===== src/rtl/mdu_pkg.sv =====
// Shared definitions for the multiply/divide unit: datapath width, the
// divider state encoding and the RISC-V special-case result constants.
package mdu_pkg;

    localparam int XLEN  = 64;
    localparam int CNT_W = $clog2(XLEN) + 1;

    typedef enum logic [1:0] {
        DIV_IDLE,
        DIV_CALC,
        DIV_DONE
    } div_state_e;

    localparam logic [XLEN-1:0] DIV_BY_ZERO_Q = '1;
    localparam logic [XLEN-1:0] MOST_NEG      = {1'b1, {(XLEN-1){1'b0}}};

endpackage


===== src/rtl/div_step.sv =====
// One restoring-division step: shift in the next dividend bit and subtract
// the divisor magnitude when it fits.
module div_step
    import mdu_pkg::*;
#(
    parameter int W = XLEN
) (
    input  logic [W-1:0] rem,
    input  logic         dvd_bit,
    input  logic [W-1:0] dvs,
    output logic [W-1:0] rem_next,
    output logic         q_bit
);

    // The partial remainder can reach 2*|divisor|-1, so it needs one extra bit.
    logic [W:0] partial;

    // Compare-and-restore on the widened partial remainder.
    always_comb begin
        partial  = {rem, dvd_bit};
        q_bit    = (partial >= {1'b0, dvs});
        rem_next = q_bit ? W'(partial - {1'b0, dvs}) : partial[W-1:0];
    end

endmodule


===== src/rtl/div_iter.sv =====
// Iterative radix-2 restoring divider with RISC-V M-extension semantics.
// Operands are reduced to magnitudes at accept, one quotient bit is produced
// per CALC cycle, and signs plus DIVW sign-extension are applied at DONE.
module div_iter
    import mdu_pkg::*;
(
    input  logic            clock,
    input  logic            reset,
    input  logic            flush,
    input  logic            in_valid,
    input  logic            divw,
    input  logic            div_signed,
    input  logic [XLEN-1:0] dividend,
    input  logic [XLEN-1:0] divisor,
    output logic            out_ready,
    output logic            out_valid,
    output logic [XLEN-1:0] quotient,
    output logic [XLEN-1:0] remainder
);

    localparam int HALF = XLEN / 2;

    div_state_e              state, state_next;
    logic [CNT_W-1:0]        cnt;
    logic                    accept, step_en, publish;

    logic signed [XLEN-1:0]  op_a, op_b;
    logic                    a_neg, b_neg, b_zero, ovf, special;
    logic [XLEN-1:0]         a_abs, b_abs;

    logic                    divw_q, skip_q, q_neg, r_neg;
    logic [XLEN-1:0]         dvd_sh, dvs_abs, rem_acc;
    logic [XLEN-1:0]         step_rem;
    logic                    step_qbit;

    function automatic logic [XLEN-1:0] apply_sign(input logic [XLEN-1:0] mag,
                                                   input logic neg);
        return neg ? -mag : mag;
    endfunction

    function automatic logic [XLEN-1:0] fit_width(input logic [XLEN-1:0] v,
                                                  input logic w);
        return w ? {{HALF{v[HALF-1]}}, v[HALF-1:0]} : v;
    endfunction

    // Operand conditioning: extend 32-bit operands, take magnitudes, and
    // detect the two cases whose result is fixed by the ISA.
    always_comb begin
        if (divw) begin
            op_a = div_signed ? {{HALF{dividend[HALF-1]}}, dividend[HALF-1:0]}
                              : {{HALF{1'b0}}, dividend[HALF-1:0]};
            op_b = div_signed ? {{HALF{divisor[HALF-1]}}, divisor[HALF-1:0]}
                              : {{HALF{1'b0}}, divisor[HALF-1:0]};
            b_zero = (divisor[HALF-1:0] == '0);
            ovf    = div_signed && (dividend[HALF-1:0] == {1'b1, {(HALF-1){1'b0}}})
                                && (divisor[HALF-1:0] == '1);
        end else begin
            op_a   = dividend;
            op_b   = divisor;
            b_zero = (divisor == '0);
            ovf    = div_signed && (dividend == MOST_NEG) && (divisor == '1);
        end
        a_neg   = div_signed & op_a[XLEN-1];
        b_neg   = div_signed & op_b[XLEN-1];
        a_abs   = a_neg ? -op_a : op_a;
        b_abs   = b_neg ? -op_b : op_b;
        special = b_zero | ovf;
    end

    div_step #(.W(XLEN)) u_step (
        .rem      (rem_acc),
        .dvd_bit  (dvd_sh[XLEN-1]),
        .dvs      (dvs_abs),
        .rem_next (step_rem),
        .q_bit    (step_qbit)
    );

    // State register; flush returns to IDLE like reset but keeps results.
    always_ff @(posedge clock) begin
        if (!reset) begin
            state <= DIV_IDLE;
        end else if (flush) begin
            state <= DIV_IDLE;
        end else begin
            state <= state_next;
        end
    end

    // Next-state: every request passes through CALC so special cases share
    // the same publish path (they spend a single, non-iterating cycle there).
    always_comb begin
        state_next = state;
        unique case (state)
            DIV_IDLE: if (in_valid) state_next = DIV_CALC;
            DIV_CALC: if (cnt == CNT_W'(1)) state_next = DIV_DONE;
            DIV_DONE: state_next = DIV_IDLE;
            default:  state_next = DIV_IDLE;
        endcase
    end

    // FSM outputs and datapath enables; flush blocks both accept and publish.
    always_comb begin
        out_ready = (state == DIV_IDLE);
        accept    = in_valid & out_ready & ~flush;
        step_en   = (state == DIV_CALC) & ~skip_q;
        publish   = (state == DIV_DONE) & ~flush;
    end

    // Iteration counter: loaded with the bit count at accept, counts down in CALC.
    always_ff @(posedge clock) begin
        if (!reset) begin
            cnt <= '0;
        end else if (flush) begin
            cnt <= '0;
        end else if (accept) begin
            cnt <= special ? CNT_W'(1) : (divw ? CNT_W'(HALF) : CNT_W'(XLEN));
        end else if (state == DIV_CALC) begin
            cnt <= cnt - CNT_W'(1);
        end
    end

    // Working registers: special results are preloaded unsigned so DONE only
    // has to apply the DIVW extension; normal operands are left-aligned so
    // the MSB of dvd_sh is always the next dividend bit.
    always_ff @(posedge clock) begin
        if (accept) begin
            divw_q  <= divw;
            dvs_abs <= b_abs;
            skip_q  <= special;
            if (special) begin
                dvd_sh  <= b_zero ? DIV_BY_ZERO_Q : op_a;
                rem_acc <= b_zero ? op_a : '0;
                q_neg   <= 1'b0;
                r_neg   <= 1'b0;
            end else begin
                dvd_sh  <= divw ? {a_abs[HALF-1:0], {HALF{1'b0}}} : a_abs;
                rem_acc <= '0;
                q_neg   <= a_neg ^ b_neg;
                r_neg   <= a_neg;
            end
        end else if (step_en) begin
            dvd_sh  <= {dvd_sh[XLEN-2:0], step_qbit};
            rem_acc <= step_rem;
        end
    end

    // Result registers: updated only on an unflushed DONE, pulse out_valid.
    always_ff @(posedge clock) begin
        if (!reset) begin
            out_valid <= 1'b0;
            quotient  <= '0;
            remainder <= '0;
        end else begin
            out_valid <= publish;
            if (publish) begin
                quotient  <= fit_width(apply_sign(dvd_sh, q_neg), divw_q);
                remainder <= fit_width(apply_sign(rem_acc, r_neg), divw_q);
            end
        end
    end

endmodule


===== config.mk =====
export PLATFORM = sky130hd
export DESIGN_NAME = div_iter
export DESIGN_NICKNAME = d
export VERILOG_FILES = /design/src/rtl/mdu_pkg.sv /design/src/rtl/div_step.sv /design/src/rtl/div_iter.sv
export SDC_FILE = /design/constraint.sdc
export NUM_CORES = 1
export LEC_CHECK = 0
export ABC_AREA = 1
export BUFFER_PORTS_ARGS = -buffer_cell sky130_fd_sc_hd__clkbuf_2
export CAP_MARGIN = 20
export CORE_MARGIN = 1
export CORE_UTILIZATION = 25
export CTS_CLUSTER_DIAMETER = 40
export DETAILED_ROUTE_END_ITERATION = 12
export MAX_ROUTING_LAYER = met4
export PLACE_DENSITY = 0.42
export SLEW_MARGIN = 10
export SYNTH_ARGS = -nofsm -noshare
export SYNTH_HDL_FRONTEND = slang
export SYNTH_SLANG_ARGS = --single-unit

===== constraint.sdc =====
create_clock -name clock -period 32.7 [get_ports clock]
set_clock_uncertainty 0.05 [all_clocks]
set_input_delay 4.905 -clock clock [delete_from_list [all_inputs] [get_ports clock]]
set_output_delay 4.905 -clock clock [all_outputs]
set_load 0.05 [all_outputs]

# ---- Yosys cells after proc, flatten, opt, wreduce, memory -nomap -nowiden
# Index checks and enable logic that the tools add are counted.
dict set report classes {
  addsub 6
  n_mul 0
  div 0
  order_cmp 1
  eq_ne 9
  n_shift 0
  n_mux 29
  bitwise 11
  n_reduce_logical 11
}
# op count
set op_table {}
lappend op_table {{$mux W64} 20}
lappend op_table {{$neg A64 Y64} 4}
lappend op_table {{$eq A64 B64 Y1 const B} 2}
lappend op_table {{$ge A65 B64 Y1} 1}
lappend op_table {{$eq A32 B32 Y1 const B} 2}
lappend op_table {{$logic_not A64 Y1} 1}
lappend op_table {{$sub A64 B64 Y64} 1}
lappend op_table {{$logic_not A32 Y1} 1}
lappend op_table {{$mux W7} 4}
lappend op_table {{$eq A7 B1 Y1 const B} 1}
lappend op_table {{$sub A7 B1 Y7 const B} 1}
lappend op_table {{$and A1 B1 Y1} 6}
lappend op_table {{$logic_and A1 B1 Y1} 4}
lappend op_table {{$mux W2} 2}
lappend op_table {{$ne A2 B2 Y1 const B} 2}
lappend op_table {{$pmux W2 S2} 1}
lappend op_table {{$reduce_bool A2 Y1} 2}
lappend op_table {{$not A1 Y1} 3}
lappend op_table {{$eq A2 B1 Y1 const B} 1}
lappend op_table {{$eq A2 B2 Y1 const B} 1}
lappend op_table {{$logic_not A2 Y1} 1}
lappend op_table {{$mux W1} 2}
lappend op_table {{$reduce_and A2 Y1} 1}
lappend op_table {{$reduce_or A2 Y1} 1}
lappend op_table {{other kinds (2)} 2}
dict set report totals {
  regBits 334
  latch_bits 0
  mem_bits_rw 0
  mem_bits_ro 0
  in_bits 134
  output_inout_bits 130
  elab_cells 79
  mem_count 0
}

# ---- Logic depth before layout (Yosys ltp)
dict set report depth {
  word_depth 7
  depth_mapped 19
  mapped_depth_nobuf 19
}

# ---- Modules after synthesis
# From an unflattened synthesis, not the netlist that was laid out.
dict set report hier_totals {
  cells_unflattened 5110
  area_unflattened_um2 30528.0
}
# mod instances cells_each area_each_um2 seq_area_each_um2
set modules_own_cells {}
lappend modules_own_cells {div_iter 1 3534 23292.3 8648.3}
lappend modules_own_cells {div_step 1 1576 7235.7 0.0}

# ---- Least setup slack after synthesis
# Ideal clock, no wire load.
dict set report synth_path {
  path_type {input port to flip-flop}
  startpoint {input port in_valid}
  endpoint {register dvd_sh[0], enable pin}
  setup_ns 1.818
  t_arrival_ns 9.627
  required_time_ns 30.832
  path_slack_ns 21.204
  stages 6
  path_buffers 2
  path_cell_list {nand2_1 nor2_1 inv_2 clkbuf_1 clkbuf_1 o21ai_0}
}
dict set report synth_between {
  elab_chain_cells 3
}
# element line_no
set synth_rtl {}
lappend synth_rtl {{start, declared} div_iter.sv:10} ;# input logic in_valid,
lappend synth_rtl {{$and A1 B1 Y1 (2 in a row)} div_iter.sv:104} ;# accept = in_valid & out_ready & ~flush;
lappend synth_rtl {{$reduce_bool A2 Y1 (no line)} -}
lappend synth_rtl {{end signal, assigned} div_iter.sv:131} ;# dvd_sh <= b_zero ? DIV_BY_ZERO_Q : op_a;
lappend synth_rtl {{end signal, assigned} div_iter.sv:136} ;# dvd_sh <= divw ? {a_abs[HALF-1:0], {HALF{1'b0}}} : a_abs;
lappend synth_rtl {{end signal, assigned} div_iter.sv:142} ;# dvd_sh <= {dvd_sh[XLEN-2:0], step_qbit};
lappend synth_rtl {{end, declared} div_iter.sv:32} ;# logic [XLEN-1:0] dvd_sh, dvs_abs, rem_acc;
# No other way between the ends.
# A chain may end at the register's enable or synchronous reset.

# ---- Final worst setup path
dict set report layout_path {
  startpoint {input port divw}
  endpoint {register dvd_sh[42], data pin}
}
dict set report layout_between {
  elab_chain_cells 6
  word_cells_on_any_way 11
  cone_classes {1 x add/sub; 8 x mux; 2 x bitwise}
}
# element line_no
set layout_rtl {}
lappend layout_rtl {{start, declared} div_iter.sv:11} ;# input logic divw,
lappend layout_rtl {{$mux W64} div_iter.sv:49} ;# if (divw) begin
lappend layout_rtl {{$neg A64 Y64 / $and A1 B1 Y1 (equally long branches)} {div_iter.sv:65, div_iter.sv:63}}
lappend layout_rtl {{$mux W64} div_iter.sv:65} ;# a_abs = a_neg ? -op_a : op_a;
lappend layout_rtl {{$mux W64} div_iter.sv:136}
lappend layout_rtl {{$mux W64 *} div_iter.sv:130} ;# if (special) begin
lappend layout_rtl {{$mux W64 *} div_iter.sv:126} ;# if (accept) begin
# Every way passes the cells marked *; elsewhere a longest branch is shown, timed or not.

==> results_dict.tcl <==
set metrics [dict create \
    synth_fa_ha_area_share_pct 2.98 \
    final_cell_mix "1736 x nand2_1, 762 x inv_1, 605 x nor2_1" \
    overflow 0 \
    synth_compound_area_share_pct 9.88 \
    crit_buf_inv 5 \
    setup_tns_ps 0 \
    num_io_pins 264 \
    routed_wl_um 168000 \
    timing.rr.start "rem_acc[10]" \
    max_stage_delay_ps 560 \
    ys_seq_area_share_pct 28.4 \
    first_pass_iters 6 \
    fp.dieArea_um2 123000 \
    synth_warnings 0 \
    path_class "input port to flip-flop" \
    clock.fmax_mhz 129 \
    groute.usage.overall_pct 27.5 \
    cts_root_buffer "clkbuf_16" \
    yosys.area_share.xor_xnor_pct 4.55 \
    portBuffers 263 \
    grt_pass1_vias 32500 \
    maxCapViolations 0 \
    netlist_area_um2 30400 \
    drc 0 \
    maxSlewViolCount 0 \
    cpMaxStageDelayCell "buf_4" \
    dpl_cell_area_um2 33200 \
    path_clk_slew_ps 50 \
    power_density_nw_per_um2 51.8 \
    min_period_ps 7760 \
    hold_viol 0 \
    num_vias 34500 \
    worstSkewPairLatency_ps 670 \
    crit_fanout 40 \
    irDropWorstVdd_uv 38.3 \
    clkSinkCount 334 \
    cts_tree "done" \
    core_area_um2 120000 \
    nets 5495 \
    setup_violations 0 \
    cp-startpoint "divw" \
    finalCritPeriodShare_pct 23.7 \
    grt_setup_unrepaired "false" \
    synth-simple-area-share_pct 42.0 \
    grt_max_degree 129 \
    std_cell_rows 127 \
    grt_first_pass_wirelength_um 235000 \
    place.gp.congestion 1.01 \
    critical_path.most_common_cell "nand2_1" \
    worstPathArrival_ps 8140 \
    die_h_um 351 \
    antenna_found_initial 9 \
    synth_top_family_by_area "simple AND/OR/NAND/NOR gates" \
    stdcell_area_um2 35900 \
    cts_resized 0 \
    synth.distinct_cells 56 \
    area_delta_synth_final_pct 18.0 \
    worstMarginPinSlew_ps 1060 \
    ys_ff_latch 334 \
    status "completed" \
    drive_gt1_share_pct 9.30 \
    hold_buffers 0 \
    via_per_inst 4.96 \
    wl_per_cell_um 24.0 \
    crit_family "buffers and inverters" \
    hold_start "quotient[30]" \
    cp-start-kind "input port" \
    synth_edf_count 196 \
    die_width_um 351 \
    end_kind "flip-flop" \
    initial_core_util_pct 25.3 \
    place_hpwl_um 139000 \
    hold_class "flip-flop to flip-flop" \
    netlist_instances 5081 \
    cts.htree.levels 3 \
    drt_iter0_drc 3607 \
    syn_avg_cell_area_um2 5.99 \
    cts_inserted_buffers 77 \
    ys_async_sr_fraction_pct 0 \
    postCtsSetupRepairBufs 0 \
    ant_nets 0 \
    ys.flop_type "edfxtp_1" \
    r2r_slack_ps 28030 \
    fillers 13800 \
    power_leakage_uw 0.0176 \
    layout_commonest_cell "nand2_1" \
    synthMuxAreaShare_pct 0 \
    slew_headroom_pct 29.2 \
    cp_cell_sequence "clkbuf_2, buf_4, o21ai_1, nand2_1, buf_4, inv_2, buf_4, o21ai_2, nand2_1, nor2_1, nand2_1, nand2_1, nand2_1, nand2_1, nand2_1, nand2_1, nand2_1" \
    clock_path_buffers 3 \
    synth_fp_nets 5287 \
    critPathRequiredTime_ps 33080 \
]
-- power by group --
| part | switching (µW) | internal [µW] |
|---|---|---|
| clock | 289 | 504 |
| combinational | 384 | 148 |
| sequential | 47.2 | 486 |
-- metal layers --
metal  GRT usage [%]  up-vias  routed length (µm)
met5               -        -                   0
met4            8.73        0                5500
met3            3.49      238               10500
met2            41.8     1292               73600
met1            37.6    16400               78000
li1                -    16600                   -
-- cells by family after synthesis --
kind of cell | Yosys count
buf+inv | 933
flops | 334
fa+ha+maj | 72
xor+xnor | 158
simple gates | 3052
compound gates | 532
-- final cells by class --
type	count	area, µm²	share of cell area (%)
diodes	3	7.51	0.0209
clock buffers	90	2040	5.67
clock inverters	53	631	1.76
inverters	773	2910	8.10
multi-input cells	3814	18100	50.5
flip-flops and latches	334	8650	24.1
well taps	1612	2020	5.62
repair buffers	289	1530	4.25
-- final timing paths --
path | endpoint | depth (start not counted)
max reg2reg | rem_acc[50] | 14
min reg2reg | quotient[30] | 2
min | quotient[30] | 2
max | dvd_sh[42] | 17
-- synth_stat cells (15+ instances only) --
cell type,count,share of area [%]
a21boi_1,34,0.84
nand2_1,1738,21
nor3_1,59,0.97
clkbuf_1,69,0.85
edfxtp_1,196,19
dfxtp_1,138,9.1
or2_2,15,0.31
o21ai_1,20,0.33
xnor2_1,54,1.6
nor2_2,15,0.31
nor2_1,607,7.5
nand3b_1,36,0.89
buf_1,19,0.23
ha_1,71,2.9
o221ai_1,31,0.89
buf_2,45,0.74
nand4_1,99,2.0
buf_6,17,0.63
o21ai_0,213,3.5
inv_1,763,9.4
xor2_1,104,3.0
a21oi_1,177,2.9
nand3_1,436,7.2
-- stage by stage --
step	worst slack (ps)	hold WS [ps]	std cells	util, %	total power [µW]
6_report	24940	462	6968	29.9	1860
5_1_grt	24690	474	6966	29.8	1940
4_1_cts	25040	460	6965	29.8	1870
3_5_place_dp	24300	439	6822	27.6	1060
3_3_place_gp	24280	434	6822	27.6	1070
2_1_floorplan	21200	472	5081	-	850
-- worst reg2reg max path, delay by kind of cell, from the launching register on --
| family | cells | cell delay, ps |
|---|---|---|
| AND/OR/NAND/NOR | 10 | 2520 |
| buffers and inverters | 2 | 800 |
| flip-flops | 1 | 550 |
| adder cells (fa/ha/maj) | 1 | 470 |
| AO/OA/AOI/OAI | 1 | 40 |
-- registers in the layout (all words and copies together), names as in the netlist --
name and count:
state 2, out_valid 1, dvs_abs 64, rem_acc 64, dvd_sh 64, r_neg 1, skip_q 1, divw_q 1
cnt 7, q_neg 1, remainder 64, quotient 64
Note: power is estimated with default switching activity, not from simulation.
